==> config.mk <==
export PLATFORM = sky130hd
export DESIGN_NAME = wishbone_ctrl_bridge
export DESIGN_NICKNAME = d
export VERILOG_FILES = /design/src/rtl/wishbone_ctrl_bridge.sv
export SDC_FILE = /design/constraint.sdc
export NUM_CORES = 1
export LEC_CHECK = 0
export ABC_AREA = 1
export BUFFER_PORTS_ARGS = -buffer_cell sky130_fd_sc_hd__buf_2
export CORE_MARGIN = 1.5
export CORE_UTILIZATION = 40
export CTS_CLUSTER_SIZE = 10
export DETAILED_ROUTE_END_ITERATION = 12
export GPL_ROUTABILITY_DRIVEN = 0
export SLEW_MARGIN = 20
export SYNTH_ARGS = -nofsm -noshare
export SYNTH_HDL_FRONTEND = slang
export SYNTH_SLANG_ARGS = --single-unit
export TNS_END_PERCENT = 10
==> constraint.sdc <==
create_clock -name clk -period 1.9 [get_ports clk]
set_input_delay 0.095 -clock clk [delete_from_list [all_inputs] [get_ports clk]]
set_output_delay 0.095 -clock clk [all_outputs]
set_load 0.005 [all_outputs]
==> src/rtl/wishbone_ctrl_bridge.sv <==
// wishbone_ctrl_bridge: byte-command stream to single Wishbone cycles.
// Sole bus master on the 8-bit Wishbone bus; read data returns as a byte.
//
// Ports:
//   clk, rst          rising-edge clock, synchronous active-high reset
//   rx_data/valid     command/data bytes in; rx_ready accepts them
//   tx_data/valid     read-response byte out; tx_ready accepts it
//   wb_stb/we/adr     Wishbone cycle control driven by this controller
//   wb_dat_c          write data to the peripheral
//   wb_dat_p, wb_ack  read data and acknowledge from the peripheral
//   err               one-cycle pulse when a bus cycle times out
//
// Command byte: bit7 = write, bits3:0 = address, bits6:4 reserved.
// A write command is followed by exactly one data byte.

module wishbone_ctrl_bridge #(
    parameter int         TIMEOUT  = 255,
    parameter logic [7:0] ERR_BYTE = 8'hFF
) (
    input  logic       clk,
    input  logic       rst,
    input  logic [7:0] rx_data,
    input  logic       rx_valid,
    output logic       rx_ready,
    output logic [7:0] tx_data,
    output logic       tx_valid,
    input  logic       tx_ready,
    output logic       wb_stb,
    output logic       wb_we,
    output logic [3:0] wb_adr,
    output logic [7:0] wb_dat_c,
    input  logic [7:0] wb_dat_p,
    input  logic       wb_ack,
    output logic       err
);

    // Counter is at least one bit wide so TIMEOUT=0 still elaborates.
    localparam int CW = (TIMEOUT > 0) ? $clog2(TIMEOUT + 1) : 1;
    localparam logic [CW-1:0] LAST =
        CW'((TIMEOUT > 0) ? TIMEOUT - 1 : 0);

    localparam logic [1:0] S_IDLE = 2'd0;
    localparam logic [1:0] S_DATA = 2'd1;
    localparam logic [1:0] S_BUS  = 2'd2;
    localparam logic [1:0] S_RESP = 2'd3;

    logic [1:0]    state;
    logic [CW-1:0] cnt;
    logic          rx_fire;
    logic          timeout_hit;
    logic          unused_rsvd;

    // Reserved command bits carry no meaning.
    assign unused_rsvd = ^rx_data[6:4];

    assign rx_ready = !rst && (state == S_IDLE || state == S_DATA);
    assign rx_fire  = rx_valid && rx_ready;

    // cnt holds the number of completed stb cycles without an ack,
    // so this fires on the TIMEOUT-th stb cycle.
    assign timeout_hit = (TIMEOUT != 0) && (cnt == LAST);

    always_ff @(posedge clk) begin
        if (rst) begin
            state    <= S_IDLE;
            cnt      <= '0;
            wb_stb   <= 1'b0;
            wb_we    <= 1'b0;
            wb_adr   <= 4'h0;
            wb_dat_c <= 8'h00;
            tx_data  <= 8'h00;
            tx_valid <= 1'b0;
            err      <= 1'b0;
        end else begin
            err <= 1'b0;
            case (state)
                S_IDLE: begin
                    if (rx_fire) begin
                        wb_we  <= rx_data[7];
                        wb_adr <= rx_data[3:0];
                        if (rx_data[7]) begin
                            state <= S_DATA;
                        end else begin
                            state  <= S_BUS;
                            wb_stb <= 1'b1;
                            cnt    <= '0;
                        end
                    end
                end
                S_DATA: begin
                    if (rx_fire) begin
                        wb_dat_c <= rx_data;
                        state    <= S_BUS;
                        wb_stb   <= 1'b1;
                        cnt      <= '0;
                    end
                end
                S_BUS: begin
                    // Ack takes priority over a same-cycle timeout.
                    if (wb_ack) begin
                        wb_stb <= 1'b0;
                        if (wb_we) begin
                            state <= S_IDLE;
                        end else begin
                            tx_data  <= wb_dat_p;
                            tx_valid <= 1'b1;
                            state    <= S_RESP;
                        end
                    end else if (timeout_hit) begin
                        wb_stb <= 1'b0;
                        err    <= 1'b1;
                        if (wb_we) begin
                            state <= S_IDLE;
                        end else begin
                            tx_data  <= ERR_BYTE;
                            tx_valid <= 1'b1;
                            state    <= S_RESP;
                        end
                    end else begin
                        cnt <= cnt + CW'(1);
                    end
                end
                S_RESP: begin
                    if (tx_ready) begin
                        tx_valid <= 1'b0;
                        state    <= S_IDLE;
                    end
                end
                default: state <= S_IDLE;
            endcase
        end
    end

endmodule

# Word level (Yosys, flattened, before mapping)
# Cells that the tools add are included.
# word_totals
memories	0
mem_bits_ro	0
inputBits	21
ramBits	0
out_inout_bits	25
regBits	34
word_cells	70
latchBits	0
# op_classes
n_div	0
magnitude_cmp	0
shift	0
add_sub_neg	1
reduce_logical	16
n_eq_ne	13
bitwise_logic	1
mux	30
mul	0
# op_table
cell	count
$mux 8	9
$pmux 8 s3	1
$ne 2x2->1 const B	8
$mux 2	7
$mux 1	10
$add 8x1->8 const B	1
$eq 8x8->1 const B	1
$pmux 2 s4	1
$reduce_and 4->1	2
$reduce_and 6->1	1
$reduce_and 5->1	1
$eq 2x2->1 const B	2
$reduce_and 2->1	2
$reduce_bool 2->1	2
$ne 3x3->1 const B	1
$pmux 1 s3	1
$reduce_and 3->1	1
$reduce_bool 3->1	1
$reduce_or 3->1	1
$eq 2x1->1 const B	1
$logic_and 1x1->1	2
$logic_not 2->1	1
$pmux 1 s2	1
$logic_not 1->1	1
other kinds (2)	2

# Depth between registers and ports, before layout
# Gate-level depths: netlist (run 1).
# logic_depth
ltp_word	6
mapped_depth	11
depth_no_buf	11

# Worst setup path after synthesis (run 1)
# Ideal clock, no wire load.
# synth_timing
path_kind	register to register
startpoint	register cnt[0]
endpoint	register cnt[0]
stages_incl_launch_ff	11
path_buffers	0
t_arrival_ns	1.236
setup_slack_ns	0.551
path_cell_list	dfxtp_1 > inv_1 > ha_1 > inv_1 > nor2_1 > nand2_1 > nand2_1 > nand2_1 > nand2_2 > o21ai_1 > inv_1
# synth_between
elab_chain_cells	4
word_cells_on_any_way	7
cone_classes	add/sub: 1; eq/ne: 2; mux: 3; reduce/logical: 1
# synth_lines
element	line	rtl
from (decl)	48	logic [CW-1:0] cnt;
from (signal assigned)	120	cnt <= cnt + CW'(1);
$add 8x1->8	120	
$mux 8	109	end else if (timeout_hit) begin
$mux 8	100	if (wb_ack) begin
$pmux 8 s3	76	case (state)
# Several ways; a longest one is shown, not always the timed one. The select of a mux whose other input is x is not followed.
# A chain may end at the register's enable or synchronous reset.

# Worst setup path after layout (run 1)
# Ends and elaborated chain as after synthesis.

==> impl_metrics.env, run 1 <==
export IMPL_cts_hold_buf=0
export IMPL_clkTransAtPathRegs_ns=0.07
export IMPL_drive_gt1_frac=0.243
export IMPL_worstPathRequired_ns=2.09
export IMPL_synthFlopType="dfxtp_1"
export IMPL_antenna_found_initial=0
export IMPL_drv_cap=0
export IMPL_synth_most_common_cell="nand2_1"
export IMPL_rsz0062_at_grt="false"
export IMPL_die_area_um2=4340
export IMPL_wl_per_cell_um=11.5
export IMPL_cts_resized=0
export IMPL_antenna_cells=0
export IMPL_cts_tree="yes"
export IMPL_cpPeakStageDelay_ns=0.37
export IMPL_grt_pass1_vias=1449
export IMPL_dp_cells=320
export IMPL_layout_min_cycle_time_ns=1.49
export IMPL_finalMaxSlewViolations=0
export IMPL_syn_to_final_growth_pct=24.0
export IMPL_drt_wl_total_mm=3.78
export IMPL_final_nets=302
export IMPL_gr_total_overflow=0
export IMPL_fp_row_count=22
export IMPL_fillers=397
export IMPL_instances_no_fill=328
export IMPL_grt_pass1_wl_mm=6.27
export IMPL_worst_slew_pin_slew_ns=0.380
export IMPL_cp_num_buf_inv=3
export IMPL_synth_common_cells="nand2_1 (60), dfxtp_1 (34), a21oi_1 (32), nand3_1 (25), inv_1 (22)"
export IMPL_syn_nets=253
export IMPL_synth_warnings=0
export IMPL_cts_sinks=34
export IMPL_synthTopCellsByArea="dfxtp_1 (43%), nand2_1 (14%), a21oi_1 (10%)"
export IMPL_drcViolationCount=0
export IMPL_path_max_fanout=7
export IMPL_fin_skew_ns=0.00446
export IMPL_grtUsageTotal=0.189
export IMPL_synth_top_area_frac=0.431
export IMPL_maxSlewHeadroom=0.746
export IMPL_synth_edff_count=0
export IMPL_vias=1596
export IMPL_initial_core_util=0.425
export IMPL_cp_cell_sequence="inv_1, ha_1, inv_1, nor2_1, nand2_1, nand2_1, nand2_1, nand2_2, o21ai_1, inv_1"
export IMPL_die_y_um=65.9
export IMPL_netlist_area_um2=1580
export IMPL_grt_max_degree=23
export IMPL_ant_nets=0
export IMPL_clockRootBuffer="clkbuf_8"
export IMPL_synth_top_area_cell="dfxtp_1"
export IMPL_setup_viol=0
export IMPL_ys_ff_latch=34
export IMPL_cts_buffers=5
export IMPL_fp_dieW_um=65.9
export IMPL_status="finished, final reports clean"
export IMPL_p_leak_nw=0.847
export IMPL_hold_violations=0
export IMPL_worst_hold_path_type="in2reg"
export IMPL_syn_instance_count=230
export IMPL_hpwl_mm=2.82
export IMPL_vias_per_cell=4.87
export IMPL_peakVddDrop_v=0.000458
export IMPL_drt_initial_drc_count=89
export IMPL_yosysSeqAreaShare=0.431
export IMPL_critPathKind="reg2reg"
export IMPL_cts_max_level=2
export IMPL_final_util=0.527
export IMPL_first_pass_iters=4
export IMPL_power_total_w=0.00158
export IMPL_cp_slowest_cell="dfxtp_1"
export IMPL_crit_arrival_ns=1.68
export IMPL_path_delay_family="simple AND/OR/NAND/NOR gates"
export IMPL_clkLatencyLatePin_ns=0.29
export IMPL_setup_tns_ns=0
export IMPL_power_density_nw_per_um2=804
export IMPL_cp_start_kind="flop"
export IMPL_period_share=0.784
export IMPL_synth_distinct_cells=23
export IMPL_min_delay_path_depth=2
export IMPL_cp_end_kind="flop"
export IMPL_post_cts_buffers=0
export IMPL_async_flop_share=0
export IMPL_cp_depth=10
export IMPL_design_core_area_um2=3720
export IMPL_avgSynthCellArea_um2=6.87
export IMPL_io_buffers=45
export IMPL_rr_worst_depth=10
export IMPL_fmax_mhz=671
export IMPL_ctsLongestPathBuffers=2
export IMPL_ios=46
## where the power goes
group          internal (W)  total (W)  leakage (nW)  switching (W)
Sequential         0.000747   0.000777         0.276      0.0000295
Clock              0.000291   0.000556        0.0472       0.000265
Combinational     0.0000921   0.000244         0.525       0.000151
## cells by family (layout without fill, tap and decap cells)
group / count (synthesis) / in the layout / synth area share
and+or+nand+nor: 117 / 117 / 0.329
AOI/OAI and AO/OA: 44 / 44 / 0.139
DFF: 34 / 34 / 0.431
buffers and inverters: 32 / 82 / 0.0792
adders and majority gates: 2 / 2 / 0.0158
xor gates and xnor gates: 1 / 1 / 0.00554
## worst paths after layout
path / startpoint / end / slack (ns)
worst max-delay path: cnt[0] / cnt[0] / 0.41
worst min-delay path: rst / tx_valid / 0.03
worst max register to register: cnt[0] / cnt[0] / 0.41
worst min register to register: tx_data[5] / tx_data[5] / 0.44
## flip-flops by register name, summed over array words and instances (netlist names)
signal and count:
tx_data 8, tx_valid 1, wb_stb 1, wb_dat_c 8, state 2, wb_we 1, wb_adr 4, err 1
cnt 8
## per-layer routing
| layer | track usage | routed length [um] |
|---|---|---|
| met5 | 0 | 0 |
| met4 | 0.0911 | 82 |
| met3 | 0.0562 | 235 |
| met2 | 0.295 | 1720 |
| met1 | 0.237 | 1750 |
## metrics by stage
step	hold WS (ns)	instance area (um2)	worst slack, ns
global route	0.0230	1960	0.218
CTS	0.0197	1960	0.412
detailed placement	0.337	1860	0.423
finish	0.0264	1960	0.410
global placement	0.332	1860	0.453
floorplan	0.174	1580	0.551
## layout by cell type (no fill, tap or decap)
cell type / netlist / layout
buf_2: 4 / 45
nor2_4: 1 / 1
nor2_8: 1 / 1
buf_4: 0 / 4
clkinvlp_4: 0 / 1
nor2_1: 19 / 19
nand3_1: 25 / 25
ha_1: 2 / 2
o21ai_0: 10 / 10
nand2_2: 2 / 2
nor3_1: 1 / 1
dfxtp_1: 34 / 34
a21oi_1: 32 / 32
inv_2: 3 / 3
nor4_1: 1 / 1
clkbuf_8: 0 / 6
or2_2: 1 / 1
nand2_1: 60 / 60
or2_1: 1 / 1
xnor2_1: 1 / 1
clkinv_2: 0 / 1
nor2_2: 3 / 3
inv_1: 22 / 22
nand4_1: 2 / 2
o21ai_1: 2 / 2
## final cells by class
cell class | instances | area [um2] | area share
multi-input cells | 164 | 774 | 0.395
flip-flops and latches | 34 | 681 | 0.347
repair buffers | 49 | 255 | 0.130
inverters | 25 | 93.8 | 0.0479
clock buffers | 6 | 82.6 | 0.0421
well taps | 48 | 60.1 | 0.0307
clock inverters | 2 | 12.5 | 0.00639
Power figures use the tool's default switching activity.
==> run 2, diff against run 1 <==
- ABC_AREA: 1 -> 0
- clock period: 1.9 -> 1.4 ns (I/O delays scaled with it)
==> impl_metrics.env, run 2 <==
export IMPL_antenna_found_initial=0
export IMPL_hpwl_mm=3.01
export IMPL_instances_no_fill=299
export IMPL_grt_max_degree=13
export IMPL_synth_warnings=0
export IMPL_avgSynthCellArea_um2=9.12
export IMPL_clkTransAtPathRegs_ns=0.06
export IMPL_fillers=339
export IMPL_synth_most_common_cell="dfxtp_1"
export IMPL_multi_input_area_um2=951
export IMPL_initial_core_util=0.426
export IMPL_dp_cells=292
export IMPL_drt_wl_total_mm=4.01
export IMPL_p_leak_nw=0.998
export IMPL_fmax_mhz=662
export IMPL_grt_pass1_wl_mm=6.55
export IMPL_synthFlopType="dfxtp_1"
export IMPL_worst_hold_path_type="in2reg"
export IMPL_worstPathRequired_ns=1.61
export IMPL_drive_gt1_frac=0.454
export IMPL_netlist_area_um2=1600
export IMPL_clockRootBuffer="clkbuf_8"
export IMPL_synth_top_area_cell="dfxtp_1"
export IMPL_ctsLongestPathBuffers=2
export IMPL_reg_top3="cnt x8, tx_data x8, wb_dat_c x8"
export IMPL_rsz0062_at_grt="true"
export IMPL_gr_total_overflow=0
export IMPL_worstHoldEndpoint="tx_valid"
export IMPL_maxSlewHeadroom=0.728
export IMPL_final_cell_mix="buf_2 (45), buf_4 (33), dfxtp_1 (30)"
export IMPL_drcViolationCount=0
export IMPL_die_area_um2=4380
export IMPL_cpPeakStageDelay_ns=0.33
export IMPL_place_ws_ns=-0.138
export IMPL_synthTopCellsByArea="dfxtp_1 (43%), a21oi_1 (6.6%), nand2_1 (5.9%)"
export IMPL_layout_min_cycle_time_ns=1.51
export IMPL_vias=1523
export IMPL_final_nets=275
export IMPL_fin_skew_ns=0.00499
export IMPL_setup_viol=16
export IMPL_synth_distinct_cells=45
export IMPL_worstReg2RegStart="cnt[0]"
export IMPL_power_density_nw_per_um2=1010
export IMPL_cts_tree="yes"
export IMPL_first_pass_iters=6
export IMPL_async_flop_share=0
export IMPL_synth_edff_count=0
export IMPL_min_delay_path_depth=2
export IMPL_clkLatencyLatePin_ns=0.28
export IMPL_ff2ff_setup_slack_ns=-0.11
export IMPL_cp_end_kind="flop"
export IMPL_status="complete, but fails checks"
export IMPL_grtUsageTotal=0.195
export IMPL_seq_area_um2=686
export IMPL_wl_per_cell_um=13.4
export IMPL_cts_hold_buf=0
export IMPL_fin_ws_ns=-0.110
export IMPL_ys_ff_latch=34
export IMPL_drt_initial_drc_count=36
export IMPL_cp_slowest_cell="dfxtp_2"
export IMPL_violations="setup timing"
export IMPL_grt_pass1_vias=1457
export IMPL_drv_cap=0
export IMPL_fp_dieW_um=66.2
export IMPL_rr_worst_depth=6
export IMPL_period_share=1.08
export IMPL_syn_instance_count=175
export IMPL_synth_common_cells="dfxtp_1 (34), nand2_1 (25), a21oi_1 (21), nor2_1 (15), mux2i_1 (9)"
export IMPL_io_buffers=45
export IMPL_cp_start_kind="flop"
export IMPL_cts_sinks=34
export IMPL_ant_nets=0
export IMPL_design_core_area_um2=3740
export IMPL_cts_buffers=5
export IMPL_syn_nets=198
export IMPL_cp_cell_sequence="inv_2, ha_4, and3_4, a21o_4, a2111oi_4, mux2i_1"
export IMPL_fp_row_count=22
export IMPL_yosysSeqAreaShare=0.427
export IMPL_cts_max_level=2
export IMPL_critPathKind="reg2reg"
export IMPL_syn_to_final_growth_pct=41.9
export IMPL_antenna_cells=0
export IMPL_hold_violations=0
export IMPL_path_max_fanout=4
export IMPL_hold_start="tx_ready"
export IMPL_synth_top_area_frac=0.427
export IMPL_finalMaxSlewViolations=0
export IMPL_vias_per_cell=5.09
export IMPL_mostFrequentLayoutCell="buf_2"
export IMPL_worst_slew_pin_slew_ns=0.407
export IMPL_worstReg2RegEnd="cnt[3]"
export IMPL_die_y_um=66.2
export IMPL_crit_arrival_ns=1.72
export IMPL_peakVddDrop_v=0.000662
export IMPL_ios=46
-- run 2: kinds of logic after synthesis --
| group | synth area share |
|---|---|
| compound gates | 0.212 |
| fa+ha+maj | 0.0157 |
| buf+inv | 0.0400 |
| flops | 0.427 |
| mux | 0.0565 |
| simple gates | 0.249 |
-- run 2: routing by layer --
layer  up-vias  global-route usage  wire [um]
li1        776                   -          -
met1       713               0.236       1760
met2        29               0.343       2070
met3         5              0.0375        133
met4         0              0.0638         46
met5         -                   0          0
-- run 2: final cells by class --
class,instances,area share
clock buffers,6,0.0365
inverters,3,0.00498
multi-input cells,130,0.420
flip-flops and latches,34,0.303
well taps,48,0.0265
repair buffers,78,0.209
-- run 2: per-stage QoR --
stage	util	total power, W	hold slack (ns)	TNS, ns	area [um2]
finish	0.605	0.00229	0.00878	-0.821	2260
CTS	0.590	0.00229	0.000340	-0.761	2210
global placement	0.558	0.00155	0.292	-0.586	2090
global route	0.605	0.00241	0.0165	-1.81	2260
floorplan	-	0.00134	0.165	-0.418	1620
detailed placement	0.558	0.00157	0.302	-1.02	2090
-- run 2: worst max-delay path by stage --
stage                     startpoint        to  slack (ns)
after floorplan               cnt[0]    cnt[1]        -0.1
after global placement        cnt[0]  state[0]       -0.09
after detailed placement      cnt[0]    cnt[5]       -0.14
after CTS                     cnt[0]    cnt[3]       -0.11
after global routing          cnt[0]    cnt[7]       -0.20
final                         cnt[0]    cnt[3]       -0.11
-- run 2: what timing repair did --
action                                  CTS  global route
pin swaps                                 0             2
hold endpoints to repair                  0             0
endpoints found under the setup margin   19            27
setup buffers                             0             1
gates cloned                              0             0
gates resized for setup                   9            10
-- run 2: power by group --
part | internal, W | leakage, nW | switching [W]
registers | 0.00102 | 0.278 | 0.0000408
clock network | 0.000379 | 0.0431 | 0.000312
logic | 0.000265 | 0.677 | 0.000265
total | 0.00167 | 0.998 | 0.000617
-- run 2: critical path: cells and delay by family, from the launching register on --
family	cells	cell delay (ns)
muxes	1	0.21
buffers and inverters	1	0.04
adders and majority gates	1	0.16
AOI/OAI and AO/OA	2	0.53
and+or+nand+nor	1	0.18
DFF	1	0.33
